<file path="config.mk">
export PLATFORM = sky130hd
export DESIGN_NAME = pe_mac_sequencer_flat
export DESIGN_NICKNAME = d
export VERILOG_FILES = /design/src/rtl/pe_mac_sequencer_pkg.sv /design/src/rtl/pe_mac_sequencer_if.sv /design/src/rtl/pe_mac_sequencer_q_round_sat.sv /design/src/rtl/pe_mac_sequencer.sv /design/src/flat_wrapper.sv
export SDC_FILE = /design/constraint.sdc
export NUM_CORES = 1
export LEC_CHECK = 0
export BUFFER_PORTS_ARGS = -buffer_cell sky130_fd_sc_hd__buf_2
export CORE_MARGIN = 1.5
export CORE_UTILIZATION = 40
export CTS_BUF_LIST = sky130_fd_sc_hd__clkbuf_4 sky130_fd_sc_hd__clkbuf_8
export DETAILED_ROUTE_END_ITERATION = 10
export PLACE_DENSITY = 0.69
export SYNTH_ARGS = -nofsm -noshare
export SYNTH_HDL_FRONTEND = slang
export SYNTH_SLANG_ARGS = --single-unit
</file>
<file path="constraint.sdc">
create_clock -name clk -period 2.4 [get_ports clk]
set_clock_uncertainty 0.1 [all_clocks]
set_input_delay 0.48 -clock clk [delete_from_list [all_inputs] [get_ports clk]]
set_output_delay 0.48 -clock clk [all_outputs]
set_load 0.02 [all_outputs]
</file>
<file path="src/rtl/pe_mac_sequencer_pkg.sv">
// ---------------------------------------------------------------------------
// pe_mac_sequencer_pkg
//   Shared definitions for the MAC processing-element sequencer:
//   default datapath widths, drain timing and the FSM state encoding.
//   Imported by the interface, the round/saturate stage and the top level.
// ---------------------------------------------------------------------------
package pe_mac_sequencer_pkg;

  // Default widths: Q8.8 operands/results, Q16.16 accumulator.
  localparam int DEF_DATA_WIDTH = 16;
  localparam int DEF_FRAC_BITS  = 8;
  localparam int DEF_LEN_WIDTH  = 8;
  localparam int DEF_ADDR_WIDTH = 8;

  // The PE needs two cycles after its last enable for acc_out to hold the
  // full sum; the third drain cycle samples it into the result register.
  localparam int DRAIN_CYCLES = 3;
  localparam int DRAIN_CNT_W  = 2;

  typedef enum logic [2:0] {
    ST_IDLE  = 3'd0,
    ST_CLEAR = 3'd1,
    ST_RUN   = 3'd2,
    ST_DRAIN = 3'd3,
    ST_OUT   = 3'd4
  } state_t;

endpackage

</file>
<file path="src/rtl/pe_mac_sequencer_if.sv">
// ---------------------------------------------------------------------------
// pe_mac_sequencer_if
//   Bundles every non-clock signal of the sequencer:
//     cmd_*        command from the NPU scheduler (valid/ready)
//     act_*/wgt_*  operand buffer read strobes and addresses
//     pe_*         PE enable / accumulator clear / registered acc_out
//     res_*        Q8.8 result back to the scheduler (valid/ready)
//     busy         sequencer not idle
//   master: the sequencer's view.  slave: the environment's view.
// ---------------------------------------------------------------------------
interface pe_mac_sequencer_if #(
  parameter int DATA_WIDTH = pe_mac_sequencer_pkg::DEF_DATA_WIDTH,
  parameter int LEN_WIDTH  = pe_mac_sequencer_pkg::DEF_LEN_WIDTH,
  parameter int ADDR_WIDTH = pe_mac_sequencer_pkg::DEF_ADDR_WIDTH
);

  logic                    cmd_valid;
  logic                    cmd_ready;
  logic [LEN_WIDTH-1:0]    cmd_len;
  logic [ADDR_WIDTH-1:0]   cmd_act_base;
  logic [ADDR_WIDTH-1:0]   cmd_wgt_base;

  logic                    act_rd_en;
  logic [ADDR_WIDTH-1:0]   act_rd_addr;
  logic                    wgt_rd_en;
  logic [ADDR_WIDTH-1:0]   wgt_rd_addr;

  logic                    pe_enable;
  logic                    pe_clear_acc;
  logic [2*DATA_WIDTH-1:0] pe_acc_in;

  logic                    res_valid;
  logic                    res_ready;
  logic [DATA_WIDTH-1:0]   res_data;
  logic                    res_sat;

  logic                    busy;

  modport master (
    input  cmd_valid, cmd_len, cmd_act_base, cmd_wgt_base, pe_acc_in, res_ready,
    output cmd_ready, act_rd_en, act_rd_addr, wgt_rd_en, wgt_rd_addr,
           pe_enable, pe_clear_acc, res_valid, res_data, res_sat, busy
  );

  modport slave (
    output cmd_valid, cmd_len, cmd_act_base, cmd_wgt_base, pe_acc_in, res_ready,
    input  cmd_ready, act_rd_en, act_rd_addr, wgt_rd_en, wgt_rd_addr,
           pe_enable, pe_clear_acc, res_valid, res_data, res_sat, busy
  );

endinterface

</file>
<file path="src/rtl/pe_mac_sequencer_q_round_sat.sv">
// ---------------------------------------------------------------------------
// pe_mac_sequencer_q_round_sat
//   Combinational Q(2F) -> Q(F) conversion of the PE accumulator:
//   round half up, arithmetic shift, saturate to the signed result range.
//   acc_in   : signed accumulator, 2*DATA_WIDTH bits
//   res_data : signed result, DATA_WIDTH bits
//   res_sat  : 1 when the value was clipped to the max/min code
// ---------------------------------------------------------------------------
module pe_mac_sequencer_q_round_sat #(
  parameter int DATA_WIDTH = 16,
  parameter int FRAC_BITS  = 8
) (
  input  logic [2*DATA_WIDTH-1:0] acc_in,
  output logic [DATA_WIDTH-1:0]   res_data,
  output logic                    res_sat
);

  // One extra bit so adding the rounding constant can never overflow.
  localparam int EXT_W = 2*DATA_WIDTH + 1;

  localparam logic signed [EXT_W-1:0] HALF_LSB =
    {{(EXT_W-FRAC_BITS){1'b0}}, 1'b1, {(FRAC_BITS-1){1'b0}}};
  localparam logic signed [EXT_W-1:0] SAT_HI =
    {{(EXT_W-DATA_WIDTH+1){1'b0}}, {(DATA_WIDTH-1){1'b1}}};
  localparam logic signed [EXT_W-1:0] SAT_LO =
    {{(EXT_W-DATA_WIDTH+1){1'b1}}, {(DATA_WIDTH-1){1'b0}}};

  localparam logic [DATA_WIDTH-1:0] CODE_MAX = {1'b0, {(DATA_WIDTH-1){1'b1}}};
  localparam logic [DATA_WIDTH-1:0] CODE_MIN = {1'b1, {(DATA_WIDTH-1){1'b0}}};

  logic signed [EXT_W-1:0] acc_ext;
  logic signed [EXT_W-1:0] rounded;
  logic signed [EXT_W-1:0] shifted;

  // NOTE: every output of a combinational block gets a default before any
  // branch; a path that leaves one unassigned infers a latch.
  always_comb begin
    acc_ext  = {acc_in[2*DATA_WIDTH-1], acc_in};
    rounded  = acc_ext + HALF_LSB;
    shifted  = rounded >>> FRAC_BITS;
    res_data = shifted[DATA_WIDTH-1:0];
    res_sat  = 1'b0;
    if (shifted > SAT_HI) begin
      res_data = CODE_MAX;
      res_sat  = 1'b1;
    end else if (shifted < SAT_LO) begin
      res_data = CODE_MIN;
      res_sat  = 1'b1;
    end
  end

endmodule

</file>
<file path="src/rtl/pe_mac_sequencer.sv">
// ---------------------------------------------------------------------------
// pe_mac_sequencer
//   Drives one MAC PE through a length-L dot product:
//   IDLE -> CLEAR -> RUN (L cycles) -> DRAIN (3 cycles) -> OUT -> IDLE.
//   clk  : rising-edge clock
//   rst  : synchronous, active-high reset (aborts any operation in flight)
//   bus  : pe_mac_sequencer_if.master -- command, buffer reads, PE control,
//          result and busy (see the interface for the signal list)
//   Buffer read data returns one cycle after a read strobe and feeds the PE
//   directly, so pe_enable is the read strobe delayed by one register.
// ---------------------------------------------------------------------------
module pe_mac_sequencer
  import pe_mac_sequencer_pkg::*;
#(
  parameter int DATA_WIDTH = DEF_DATA_WIDTH,
  parameter int FRAC_BITS  = DEF_FRAC_BITS,
  parameter int LEN_WIDTH  = DEF_LEN_WIDTH,
  parameter int ADDR_WIDTH = DEF_ADDR_WIDTH
) (
  input  logic               clk,
  input  logic               rst,
  pe_mac_sequencer_if.master bus
);

  localparam logic [ADDR_WIDTH-1:0]  ADDR_ONE   = {{(ADDR_WIDTH-1){1'b0}}, 1'b1};
  localparam logic [LEN_WIDTH-1:0]   LEN_ONE    = {{(LEN_WIDTH-1){1'b0}}, 1'b1};
  localparam logic [DRAIN_CNT_W-1:0] DRAIN_ONE  = {{(DRAIN_CNT_W-1){1'b0}}, 1'b1};
  localparam logic [DRAIN_CNT_W-1:0] DRAIN_LAST = DRAIN_CNT_W'(DRAIN_CYCLES - 1);

  state_t                  state_q, state_d;
  logic [LEN_WIDTH-1:0]    run_cnt_q;     // products still to fetch
  logic [ADDR_WIDTH-1:0]   act_addr_q;
  logic [ADDR_WIDTH-1:0]   wgt_addr_q;
  logic [DRAIN_CNT_W-1:0]  drain_cnt_q;
  logic                    pe_en_q;
  logic [DATA_WIDTH-1:0]   res_data_q;
  logic                    res_sat_q;

  logic                    load_cmd;
  logic                    rd_en;
  logic                    drain_step;
  logic                    capture;
  logic                    cmd_ready;
  logic                    clear_acc;
  logic                    res_valid;

  logic [DATA_WIDTH-1:0]   conv_data;
  logic                    conv_sat;

  pe_mac_sequencer_q_round_sat #(
    .DATA_WIDTH (DATA_WIDTH),
    .FRAC_BITS  (FRAC_BITS)
  ) u_round_sat (
    .acc_in   (bus.pe_acc_in),
    .res_data (conv_data),
    .res_sat  (conv_sat)
  );

  // -------------------------------------------------------------------------
  // State register
  // -------------------------------------------------------------------------
  // NOTE: clocked state uses non-blocking assignments only, so every register
  // samples pre-edge values regardless of statement order.
  always_ff @(posedge clk) begin
    if (rst) begin
      state_q <= ST_IDLE;
    end else begin
      state_q <= state_d;
    end
  end

  // -------------------------------------------------------------------------
  // Next state and control decode
  // -------------------------------------------------------------------------
  always_comb begin
    state_d    = state_q;
    load_cmd   = 1'b0;
    rd_en      = 1'b0;
    drain_step = 1'b0;
    capture    = 1'b0;
    cmd_ready  = 1'b0;
    clear_acc  = 1'b0;
    res_valid  = 1'b0;

    unique case (state_q)
      ST_IDLE: begin
        cmd_ready = 1'b1;
        if (bus.cmd_valid) begin
          load_cmd = 1'b1;
          state_d  = ST_CLEAR;
        end
      end

      ST_CLEAR: begin
        clear_acc = 1'b1;
        state_d   = (run_cnt_q != '0) ? ST_RUN : ST_DRAIN;
      end

      ST_RUN: begin
        rd_en = 1'b1;
        if (run_cnt_q == LEN_ONE) begin
          state_d = ST_DRAIN;
        end
      end

      ST_DRAIN: begin
        drain_step = 1'b1;
        if (drain_cnt_q == DRAIN_LAST) begin
          capture = 1'b1;
          state_d = ST_OUT;
        end
      end

      ST_OUT: begin
        res_valid = 1'b1;
        if (bus.res_ready) begin
          state_d = ST_IDLE;
        end
      end

      default: begin
        state_d = ST_IDLE;
      end
    endcase
  end

  // -------------------------------------------------------------------------
  // Datapath registers: counters, addresses, PE enable delay, result
  // -------------------------------------------------------------------------
  // NOTE: only the sequencer's own registers are reset; the PE accumulator is
  // left alone because every command starts with a CLEAR cycle.
  always_ff @(posedge clk) begin
    if (rst) begin
      run_cnt_q   <= '0;
      act_addr_q  <= '0;
      wgt_addr_q  <= '0;
      drain_cnt_q <= '0;
      pe_en_q     <= 1'b0;
      res_data_q  <= '0;
      res_sat_q   <= 1'b0;
    end else begin
      // Read data lands one cycle after the strobe; the PE consumes it then.
      // CLEAR is always preceded by IDLE, so this never overlaps a clear.
      pe_en_q <= rd_en;

      if (load_cmd) begin
        run_cnt_q  <= bus.cmd_len;
        act_addr_q <= bus.cmd_act_base;
        wgt_addr_q <= bus.cmd_wgt_base;
      end else if (rd_en) begin
        // Address arithmetic wraps modulo the buffer size by width.
        run_cnt_q  <= run_cnt_q - LEN_ONE;
        act_addr_q <= act_addr_q + ADDR_ONE;
        wgt_addr_q <= wgt_addr_q + ADDR_ONE;
      end

      drain_cnt_q <= drain_step ? (drain_cnt_q + DRAIN_ONE) : '0;

      if (capture) begin
        res_data_q <= conv_data;
        res_sat_q  <= conv_sat;
      end
    end
  end

  // -------------------------------------------------------------------------
  // Outputs
  // -------------------------------------------------------------------------
  assign bus.cmd_ready    = cmd_ready;
  assign bus.act_rd_en    = rd_en;
  assign bus.act_rd_addr  = act_addr_q;
  assign bus.wgt_rd_en    = rd_en;
  assign bus.wgt_rd_addr  = wgt_addr_q;
  assign bus.pe_enable    = pe_en_q;
  assign bus.pe_clear_acc = clear_acc;
  assign bus.res_valid    = res_valid;
  assign bus.res_data     = res_data_q;
  assign bus.res_sat      = res_sat_q;
  assign bus.busy         = (state_q != ST_IDLE);

endmodule

</file>
<file path="src/flat_wrapper.sv">
// flat-port wrapper written by rule: the top's interface ports become plain ports
module pe_mac_sequencer_flat import pe_mac_sequencer_pkg::*;
#(
  parameter int DATA_WIDTH = DEF_DATA_WIDTH,
  parameter int FRAC_BITS  = DEF_FRAC_BITS,
  parameter int LEN_WIDTH  = DEF_LEN_WIDTH,
  parameter int ADDR_WIDTH = DEF_ADDR_WIDTH
)
  (clk, rst, bus_cmd_valid, bus_cmd_len, bus_cmd_act_base, bus_cmd_wgt_base, bus_pe_acc_in, bus_res_ready, bus_cmd_ready, bus_act_rd_en, bus_act_rd_addr, bus_wgt_rd_en, bus_wgt_rd_addr, bus_pe_enable, bus_pe_clear_acc, bus_res_valid, bus_res_data, bus_res_sat, bus_busy);
  pe_mac_sequencer_if #(.DATA_WIDTH(DATA_WIDTH), .LEN_WIDTH(LEN_WIDTH), .ADDR_WIDTH(ADDR_WIDTH)) bus_i ();
  input  logic clk;
  input  logic rst;
  input wire logic [$bits(bus_i.cmd_valid)-1:0] bus_cmd_valid;
  input wire logic [$bits(bus_i.cmd_len)-1:0] bus_cmd_len;
  input wire logic [$bits(bus_i.cmd_act_base)-1:0] bus_cmd_act_base;
  input wire logic [$bits(bus_i.cmd_wgt_base)-1:0] bus_cmd_wgt_base;
  input wire logic [$bits(bus_i.pe_acc_in)-1:0] bus_pe_acc_in;
  input wire logic [$bits(bus_i.res_ready)-1:0] bus_res_ready;
  output wire logic [$bits(bus_i.cmd_ready)-1:0] bus_cmd_ready;
  output wire logic [$bits(bus_i.act_rd_en)-1:0] bus_act_rd_en;
  output wire logic [$bits(bus_i.act_rd_addr)-1:0] bus_act_rd_addr;
  output wire logic [$bits(bus_i.wgt_rd_en)-1:0] bus_wgt_rd_en;
  output wire logic [$bits(bus_i.wgt_rd_addr)-1:0] bus_wgt_rd_addr;
  output wire logic [$bits(bus_i.pe_enable)-1:0] bus_pe_enable;
  output wire logic [$bits(bus_i.pe_clear_acc)-1:0] bus_pe_clear_acc;
  output wire logic [$bits(bus_i.res_valid)-1:0] bus_res_valid;
  output wire logic [$bits(bus_i.res_data)-1:0] bus_res_data;
  output wire logic [$bits(bus_i.res_sat)-1:0] bus_res_sat;
  output wire logic [$bits(bus_i.busy)-1:0] bus_busy;
  assign bus_i.cmd_valid = bus_cmd_valid;
  assign bus_i.cmd_len = bus_cmd_len;
  assign bus_i.cmd_act_base = bus_cmd_act_base;
  assign bus_i.cmd_wgt_base = bus_cmd_wgt_base;
  assign bus_i.pe_acc_in = bus_pe_acc_in;
  assign bus_i.res_ready = bus_res_ready;
  assign bus_cmd_ready = bus_i.cmd_ready;
  assign bus_act_rd_en = bus_i.act_rd_en;
  assign bus_act_rd_addr = bus_i.act_rd_addr;
  assign bus_wgt_rd_en = bus_i.wgt_rd_en;
  assign bus_wgt_rd_addr = bus_i.wgt_rd_addr;
  assign bus_pe_enable = bus_i.pe_enable;
  assign bus_pe_clear_acc = bus_i.pe_clear_acc;
  assign bus_res_valid = bus_i.res_valid;
  assign bus_res_data = bus_i.res_data;
  assign bus_res_sat = bus_i.res_sat;
  assign bus_busy = bus_i.busy;
  pe_mac_sequencer #(.DATA_WIDTH(DATA_WIDTH), .FRAC_BITS(FRAC_BITS), .LEN_WIDTH(LEN_WIDTH), .ADDR_WIDTH(ADDR_WIDTH)) u_core (.clk(clk), .rst(rst), .bus(bus_i));
endmodule
</file>
After elaboration in Yosys (flattened, before gate mapping)
Index checks and enable logic that the tools add are counted.
{ "word_totals": {"reg_bits": 47, "out_inout_bits": 40} }
{ "classes": {"magnitude_cmp": 2, "add_sub_neg": 5, "n_reduce_logical": 6, "n_eq_ne": 10, "n_bitwise": 1, "n_mux": 25} }
{ "ops": {"columns": ["op", "count"], "rows": [
  ["2-to-1 mux 8 bit", 6],
  ["adder 32 x 9 -> 33 bit, second input constant", 1],
  ["2-to-1 mux 16 bit", 2],
  ["greater-than comparator 25 x 16 -> 1 bit, second input constant", 1],
  ["< comparator 25 x 16 -> 1 bit, second input constant", 1],
  ["adder 8 x 1 -> 8 bit, second input constant", 2],
  ["case mux 3 bit (5 select lines)", 1],
  ["2-to-1 mux 1 bit", 12],
  ["2-to-1 mux 3 bit", 4],
  ["equality test 8 x 1 -> 1 bit, second input constant", 1],
  ["nonzero test 8 bit", 1],
  ["subtractor 8 x 1 -> 8 bit, second input constant", 1],
  ["equality test 3 x 2 -> 1 bit, second input constant", 2],
  ["!= test 2 x 1 -> 1 bit, second input constant", 2],
  ["!= test 2 bit, second input constant", 2],
  ["AND reduction 4 bit", 1],
  ["equality test 3 x 1 -> 1 bit, second input constant", 1],
  ["equality test 3 bit, second input constant", 1],
  ["logical NOT 3 bit", 1],
  ["nonzero test 3 bit", 1],
  ["adder 2 x 1 -> 2 bit, second input constant", 1],
  ["equality test 2 bit, second input constant", 1],
  ["nonzero test 2 bit", 1],
  ["OR reduction 2 bit", 1],
  ["NOT 1 bit", 1]
]} }

Longest topological paths before layout
Gate-level depths: netlist of run 1.
{ "depth": {"word_depth": 4, "depth_mapped": 9} }

Hierarchy
Synthesis of run 1 repeated with hierarchy kept, for this count alone.
{ "unflattened": {"cells_unflattened": 404, "hier_area_um2": 3016.6} }
{ "modules_own_cells": {"columns": ["module", "area_per_inst_um2", "instances", "cells_each"], "rows": [
  ["pe_mac_sequencer", 2179.6, 1, 270],
  ["pe_mac_sequencer_q_round_sat", 837.1, 1, 134]
]} }

Least setup slack after synthesis of run 1
No wires, ideal clock.
{ "synth_path": {"path_kind": "input to register", "startpoint": "input port bus_pe_acc_in[7]", "endpoint": "register u_core.res_data_q[14], in the netlist u_core.bus.res_data[14]", "arrival_ps": 2326, "slack_ps": -114, "cell_stages": 9, "n_path_buf": 1, "t_required_ps": 2212, "path_cell_list": "ha_1 > nand4_2 > nor4_2 > xnor2_1 > or3_4 > nor4_4 > o21bai_2 > buf_6 > a311oi_2"} }
{ "synth_via": {"elab_chain_cells": 4, "elab_cells_between_ends": 5, "classes_between": "1 x add/sub; 2 x order compare; 2 x mux"} }
{ "synth_rtl": {"columns": ["item", "line", "rtl"], "rows": [
  ["start, declared", "flat_wrapper.sv:17", "input wire logic [$bits(bus_i.pe_acc_in)-1:0] bus_pe_acc_in;"],
  ["adder 32 x 9 -> 33 bit *", "pe_mac_sequencer_q_round_sat.sv:39", "rounded = acc_ext + HALF_LSB;"],
  ["< comparator 25 x 16 -> 1 bit", "pe_mac_sequencer_q_round_sat.sv:46", "end else if (shifted < SAT_LO) begin"],
  ["2-to-1 mux 16 bit", "pe_mac_sequencer_q_round_sat.sv:46", null],
  ["2-to-1 mux 16 bit *", "pe_mac_sequencer_q_round_sat.sv:43", "if (shifted > SAT_HI) begin"],
  ["end signal, assigned", "pe_mac_sequencer.sv:160", "res_data_q <= conv_data;"],
  ["end, declared", "pe_mac_sequencer.sv:36", "logic [DATA_WIDTH-1:0] res_data_q;"]
]} }
Every way passes the cells marked *; elsewhere a longest branch is shown, timed or not.
A chain may end at the register's enable or synchronous reset.

Worst setup path after layout of run 1
{ "layout_path": {"startpoint": "register u_core.state_q[1]", "endpoint": "output port bus_wgt_rd_en"} }
{ "layout_via": {"elab_chain_cells": 2} }
{ "layout_rtl": {"columns": ["item", "line", "rtl"], "rows": [
  ["start, declared", "pe_mac_sequencer.sv:30", "state_t state_q, state_d;"],
  ["start signal, assigned", "pe_mac_sequencer.sv:68", "state_q <= state_d;"],
  ["equality test 3 x 2 -> 1 bit", "pe_mac_sequencer.sv:85", "unique case (state_q)"],
  ["2-to-1 mux 1 bit", "pe_mac_sequencer.sv:85", null],
  ["end, declared", "flat_wrapper.sv:22", "output wire logic [$bits(bus_i.wgt_rd_en)-1:0] bus_wgt_rd_en;"]
]} }
No other way between the ends.

==> results of run 1 <==
## report_power, final
part	switching, W	leakage, nW	internal (W)
clock network	0.000260	0.0612	0.000337
registers	0.0000719	0.384	0.000843
logic	0.000308	1.09	0.000227
## metal layers
layer | vias to the layer above | track usage, %
met5 | - | 0
li1 | 1428 | -
met3 | 4 | 3.85
met4 | 0 | 5.43
met2 | 77 | 35.1
met1 | 1267 | 25.0
## critical path, stage by stage (launching register included)
cell     delay [ns]
dfxtp_1        0.45
or3b_4         0.48
inv_1          0.14
buf_4          0.16
buf_2          0.16
## flip-flops by register name, summed over array words and instances (netlist names)
name                    cells
u_core.state_q              3
u_core.bus.act_rd_addr      8
u_core.bus.res_data        16
u_core.bus.wgt_rd_addr      8
u_core.run_cnt_q            8
u_core.bus.res_sat          1
u_core.bus.pe_enable        1
u_core.drain_cnt_q          2
## what timing repair did
item | in CTS | in global routing
setup endpoints to repair | 2 | 3
hold buffers | 0 | 0
resized for setup | 1 | 2
## per-stage QoR
step / power (W) / std cells / utilization, %
finish: 0.00205 / 519 / 56.7
global route: 0.00216 / 519 / 56.7
CTS: 0.00206 / 519 / 56.6
detailed placement: 0.00146 / 511 / 54.7
global placement: 0.00145 / 511 / 54.7
floorplan: 0.00125 / 321 / -
## worst max-delay path by stage
stage | startpoint | end | slack, ns
after global placement | bus_pe_acc_in[7] | u_core.bus.res_data[5] | -0.17
after CTS | bus_pe_acc_in[7] | u_core.bus.res_data[5] | 0.11
final | u_core.state_q[1] | bus_wgt_rd_en | 0.12
after floorplan | u_core.state_q[2] | u_core.bus.wgt_rd_addr[3] | 0.007
after detailed placement | bus_pe_acc_in[7] | u_core.bus.res_data[5] | -0.21
after global routing | bus_pe_acc_in[7] | u_core.bus.res_data[7] | 0.003
## kinds of logic after synthesis
kind of cell | after synthesis
XOR/XNOR | 24
adder cells (fa/ha/maj) | 6
AO/OA/AOI/OAI | 67
flip-flops | 47
buffers and inverters | 25
multiplexers | 2
AND/OR/NAND/NOR | 150
## layout by cell type, fill, tap and decap left out, types with 3 or more instances in the layout
cell type   n
nor2_1     61
clkbuf_8    6
nand4_1     9
nand3_1    19
o211ai_1    3
a21oi_1    11
o21ai_0     6
xnor2_1    12
a211oi_1    9
a211oi_2    4
a311oi_1    7
nor4_4      3
nor3_1     10
buf_2      92
and2_1      3
buf_4      35
ha_1        5
nand2_1    20
xor2_1     12
dfxtp_1    47
a221oi_1    4
a311oi_2    6
nor4_1      6
inv_1       9
## cell type report
class                      instances  area, um2
timing repair buffer             129        763
tap                               77       96.3
clock buffer                       6       82.6
clock inverter                     2       35.0
inverter                           9       33.8
fill                             616       2800
multi-input combinational        249       1710
sequential                        47        941
==> results_dict.tcl, run 1 <==
set metrics [dict create \
    status "finished, violations left" \
    violations "design-rule violations" \
    synth_mux_area_share_pct 1.19 \
    clock_path_buffers 2 \
    synth.most_common_cell "nor2_1" \
    synth_ff_type "dfxtp_1" \
    setup_viol 0 \
    cts_tree "built" \
    rows 29 \
    die_x_um 85.7 \
    clk_pin_slew_worst_paths_ns 0.08 \
    die_y_um 85.7 \
    tightest_slew_ns 0.483 \
    finalWorstSetupSlack_ns 0.121 \
    place_area_um2 3530 \
    synth.area.top_cells "dfxtp_1 34%, nor2_1 8.5%, xnor2_1 3.8%" \
    grt_overflow 0 \
    hp-class "flip-flop to flip-flop" \
    path_max_fanout 10 \
    synth_commonest_cells "62 x nor2_1, 47 x dfxtp_1, 20 x nand2_1" \
    r2r_slack_ns 0.35 \
    dr.pass1.iters 7 \
    cts-buffers-inserted 5 \
    power.leakage_nw 1.54 \
    ys_warn_count 0 \
    vias 2776 \
    vias_per_cell 5.35 \
    synth_top_area_cell "dfxtp_1" \
    critPathCaptureType "primary output" \
    synth.distinct_cells 56 \
    drt.antenna.violating_nets 0 \
    hold_viol 0 \
    post-dp-hpwl_um 5410 \
    rsz0062_at_grt "false" \
    period_share_pct 94.9 \
    fin_crit_ns 2.28 \
    ios 100 \
    r2r-start "u_core.state_q[1]" \
    area_growth_pct 34.0 \
    worst_r2r_path_depth 6 \
    fin_area_um2 3660 \
    postCtsSetupBuffers 0 \
    synth-compound-area-share_pct 20.5 \
    powerDensity_nw_per_um2 559 \
    ys_ff_latch 47 \
    r2r_end "u_core.bus.wgt_rd_addr[7]" \
    slew_headroom_pct 67.7 \
    drive_above_1_share_pct 37.3 \
    gp_congestion 0.829 \
    start_kind "flip-flop" \
    grt_start_max_net_pins 34 \
    first_global_vias 2671 \
    hold_start "u_core.drain_cnt_q[0]" \
    highest_layer "met4" \
    synth-simple-area-share_pct 29.6 \
    max-vdd-ir-drop_mv 0.249 \
    pre_cts_ws_ns -0.206 \
    seq_area_frac_synth_pct 34.4 \
    numClockSinks 47 \
    whs_ns 0.322 \
    whs_path_depth 1 \
    cap_violations 0 \
    htree_levels 2 \
    n_antenna_cell 0 \
    syn-cell-area_um2 2730 \
    async_flop_share_pct 0 \
    core_area_um2 6460 \
    route.detailed.drc 10 \
    grt_pass1_wl_um 12000 \
    synth_fp_nets 387 \
    synth_top_area_share_pct 34.4 \
    slew_violations 0 \
    tns_ns 0 \
    cts_root_buffer "clkbuf_8" \
    critPathRequiredTime_ns 1.82 \
    synth_fa_ha_area_share_pct 2.75 \
    wire_per_inst_um 13.6 \
    avgSynthCellArea_um2 8.52 \
    final_nets 507 \
    synthCells 321 \
    wl_met3_um 422 \
    synth_top_family_by_area "simple AND/OR/NAND/NOR gates" \
    wl_met2_um 3370 \
    drt_iter0_markers 118 \
    path_class "flip-flop to primary output" \
    max_freq_mhz 439 \
    clk_latency_ns 0.29 \
    wirelength_um 7040 \
    grtUsageTotal_pct 20.0 \
    initial_core_util_pct 42.3 \
    synth_xor_area_share_pct 7.69 \
    synth_edf_count 0 \
    io_buffers 92 \
    die_area_um2 7340 \
    antenna_found_initial 0 \
    hold_end "u_core.drain_cnt_q[0]" \
    wl_met1_um 3180 \
    cp.arrival_ns 1.70 \
]
(Power assumes the default switching activity.)
==> run 2: changes to the inputs <==
- RECOVER_POWER: not set -> 100
==> run 2 against run 1 <==
  * The flow still finishes with violations (design-rule violations)
  * Sequential power about the same
  * Via count stayed put
  * Critical path depth did not move
  * Critical path type unchanged
  * Non-clock buffer count did not move
  * Highest routed layer unchanged
  * Total power is 0.68% lower
==> results_dict.tcl, run 2 (synthesis gave the netlist of run 1 again) <==
set metrics [dict create \
    status "finished, violations left" \
    violations "design-rule violations" \
    die_y_um 85.7 \
    ios 100 \
    max_freq_mhz 442 \
    start_kind "flip-flop" \
    core_area_um2 6460 \
    postCtsHoldBufs 0 \
    post-dp-hpwl_um 5410 \
    r2r-start "u_core.state_q[1]" \
    hold_end "u_core.drain_cnt_q[0]" \
    worst_r2r_path_depth 6 \
    power.leakage_nw 1.37 \
    slew_headroom_pct 67.4 \
    crit_chain "or3b_4 > inv_1 > buf_4 > clkbuf_2" \
    rows 29 \
    rsz0062_at_grt "false" \
    nFillCells 643 \
    whs_ns 0.323 \
    seq_area_um2 941 \
    vias 2776 \
    htree_levels 2 \
    dr.pass1.iters 8 \
    initial_core_util_pct 42.3 \
    slowest_delay_ns 0.48 \
    critPathTopFamily "simple AND/OR/NAND/NOR gates" \
    antenna_found_initial 0 \
    die_area_um2 7340 \
    final_cell_mix "61 x nor2_1, 53 x buf_2, 47 x dfxtp_1" \
    p_clk_share_pct 29.3 \
    route.detailed.drc 10 \
    vias_per_cell 5.35 \
    multi_input_area_um2 1690 \
    postCtsSetupBuffers 0 \
    drt.antenna.violating_nets 0 \
    final_common_cell "nor2_1" \
    grt_start_max_net_pins 34 \
    first_global_vias 2671 \
    n_antenna_cell 0 \
    drive_above_1_share_pct 27.6 \
    cts_tree "built" \
    grt_pass1_wl_um 12000 \
    powerDensity_nw_per_um2 566 \
    period_share_pct 94.2 \
    tightest_slew_ns 0.489 \
    clk_pin_slew_worst_paths_ns 0.08 \
    seqPwrFrac_pct 45.1 \
    gp_congestion 0.829 \
    critical-path-slowest-cell "or3b_4" \
    drt_iter0_markers 111 \
    power.internal_w 0.00139 \
    cts-buffers-inserted 5 \
    cts-resized-gates 1 \
    clk_latency_ns 0.29 \
    setup_viol 0 \
    power_frac_comb_pct 25.6 \
    whs_path_depth 1 \
    grtUsageTotal_pct 20.0 \
    p_sw_share_pct 31.5 \
    slew_violations 0 \
    critPathCaptureType "primary output" \
    clock_path_buffers 2 \
    fin_crit_ns 2.26 \
    hp-class "flip-flop to flip-flop" \
    wire_per_inst_um 13.6 \
    cts_root_buffer "clkbuf_8" \
    final_nets 507 \
    grt_overflow 0 \
    wirelength_um 7070 \
    max-vdd-ir-drop_mv 0.248 \
    path_buf_inv 3 \
    r2r_end "u_core.bus.wgt_rd_addr[7]" \
    tns_ns 0 \
    cap_violations 0 \
    numClockSinks 47 \
    critPathRequiredTime_ns 1.82 \
    path_class "flip-flop to primary output" \
    hold_viol 0 \
    io_buffers 92 \
    area_growth_pct 31.3 \
    cp.arrival_ns 1.68 \
    hold_start "u_core.drain_cnt_q[0]" \
    largest_register_ffs 16 \
    p_sw_w 0.000641 \
    path_max_fanout 10 \
    die_x_um 85.7 \
    r2r_slack_ns 0.32 \
]
==> run 2: changes by cell type in the layout (fill, tap and decap cells not counted), sizes merged <==
cell    previous run  this run
buf              129        87
clkbuf             6        48
==> run 2: stage by stage <==
step / total power, W / instance area [um2] / instances / worst slack (ns) / utilization (%)
after CTS: 0.00206 / 3650 / 519 / 0.107 / 56.6
after global routing: 0.00214 / 3590 / 519 / 0.00345 / 55.6
final: 0.00203 / 3590 / 519 / 0.140 / 55.6
after floorplan: 0.00125 / 2750 / 321 / 0.00715 / -
after detailed placement: 0.00146 / 3530 / 511 / -0.206 / 54.7
after global placement: 0.00145 / 3530 / 511 / -0.166 / 54.7
==> run 2: worst max path at each step <==
stage,startpoint,endpoint,cells past startpoint
floorplan,u_core.state_q[2],u_core.bus.wgt_rd_addr[3],7
global placement,bus_pe_acc_in[7],u_core.bus.res_data[5],10
detailed placement,bus_pe_acc_in[7],u_core.bus.res_data[5],10
CTS,bus_pe_acc_in[7],u_core.bus.res_data[5],10
global route,bus_pe_acc_in[7],u_core.bus.res_data[12],10
finish,u_core.state_q[1],bus_act_rd_en,4
==> run 2: worst register-to-register path: cells and delay by family (launching register included) <==
| family | cells | cell delay, ns |
|---|---|---|
| compound gates | 1 | 0.24 |
| xor+xnor | 1 | 0.17 |
| flops | 1 | 0.44 |
| simple gates | 4 | 1.04 |
==> run 2: area by class of cell <==
cell class                      count  share of cell area [%]
Sequential cell                    47                    26.2
Timing Repair Buffer              129                    19.8
Tap cell                           77                    2.68
Clock inverter                      2                   0.976
Clock buffer                        6                    2.30
Inverter                            9                   0.941
Multi-Input combinational cell    249                    47.1
==> run 2: power by group through the flow <==
stage / Combinational, W / Sequential [W] / Clock, W
after floorplan: 0.000284 / 0.000963 / 0
after global placement: 0.000526 / 0.000927 / 0
after detailed placement: 0.000531 / 0.000932 / 0
after CTS: 0.000536 / 0.000914 / 0.000611
after global routing: 0.000581 / 0.000927 / 0.000634
final: 0.000520 / 0.000916 / 0.000597
==> run 2: layer usage <==
metal	GRT usage, %	vias to the layer above	wire (um)
met1	25.0	1269	3240
met2	35.1	79	3360
met4	5.43	0	60
li1	-	1424	-
met5	0	-	0
met3	3.85	4	404
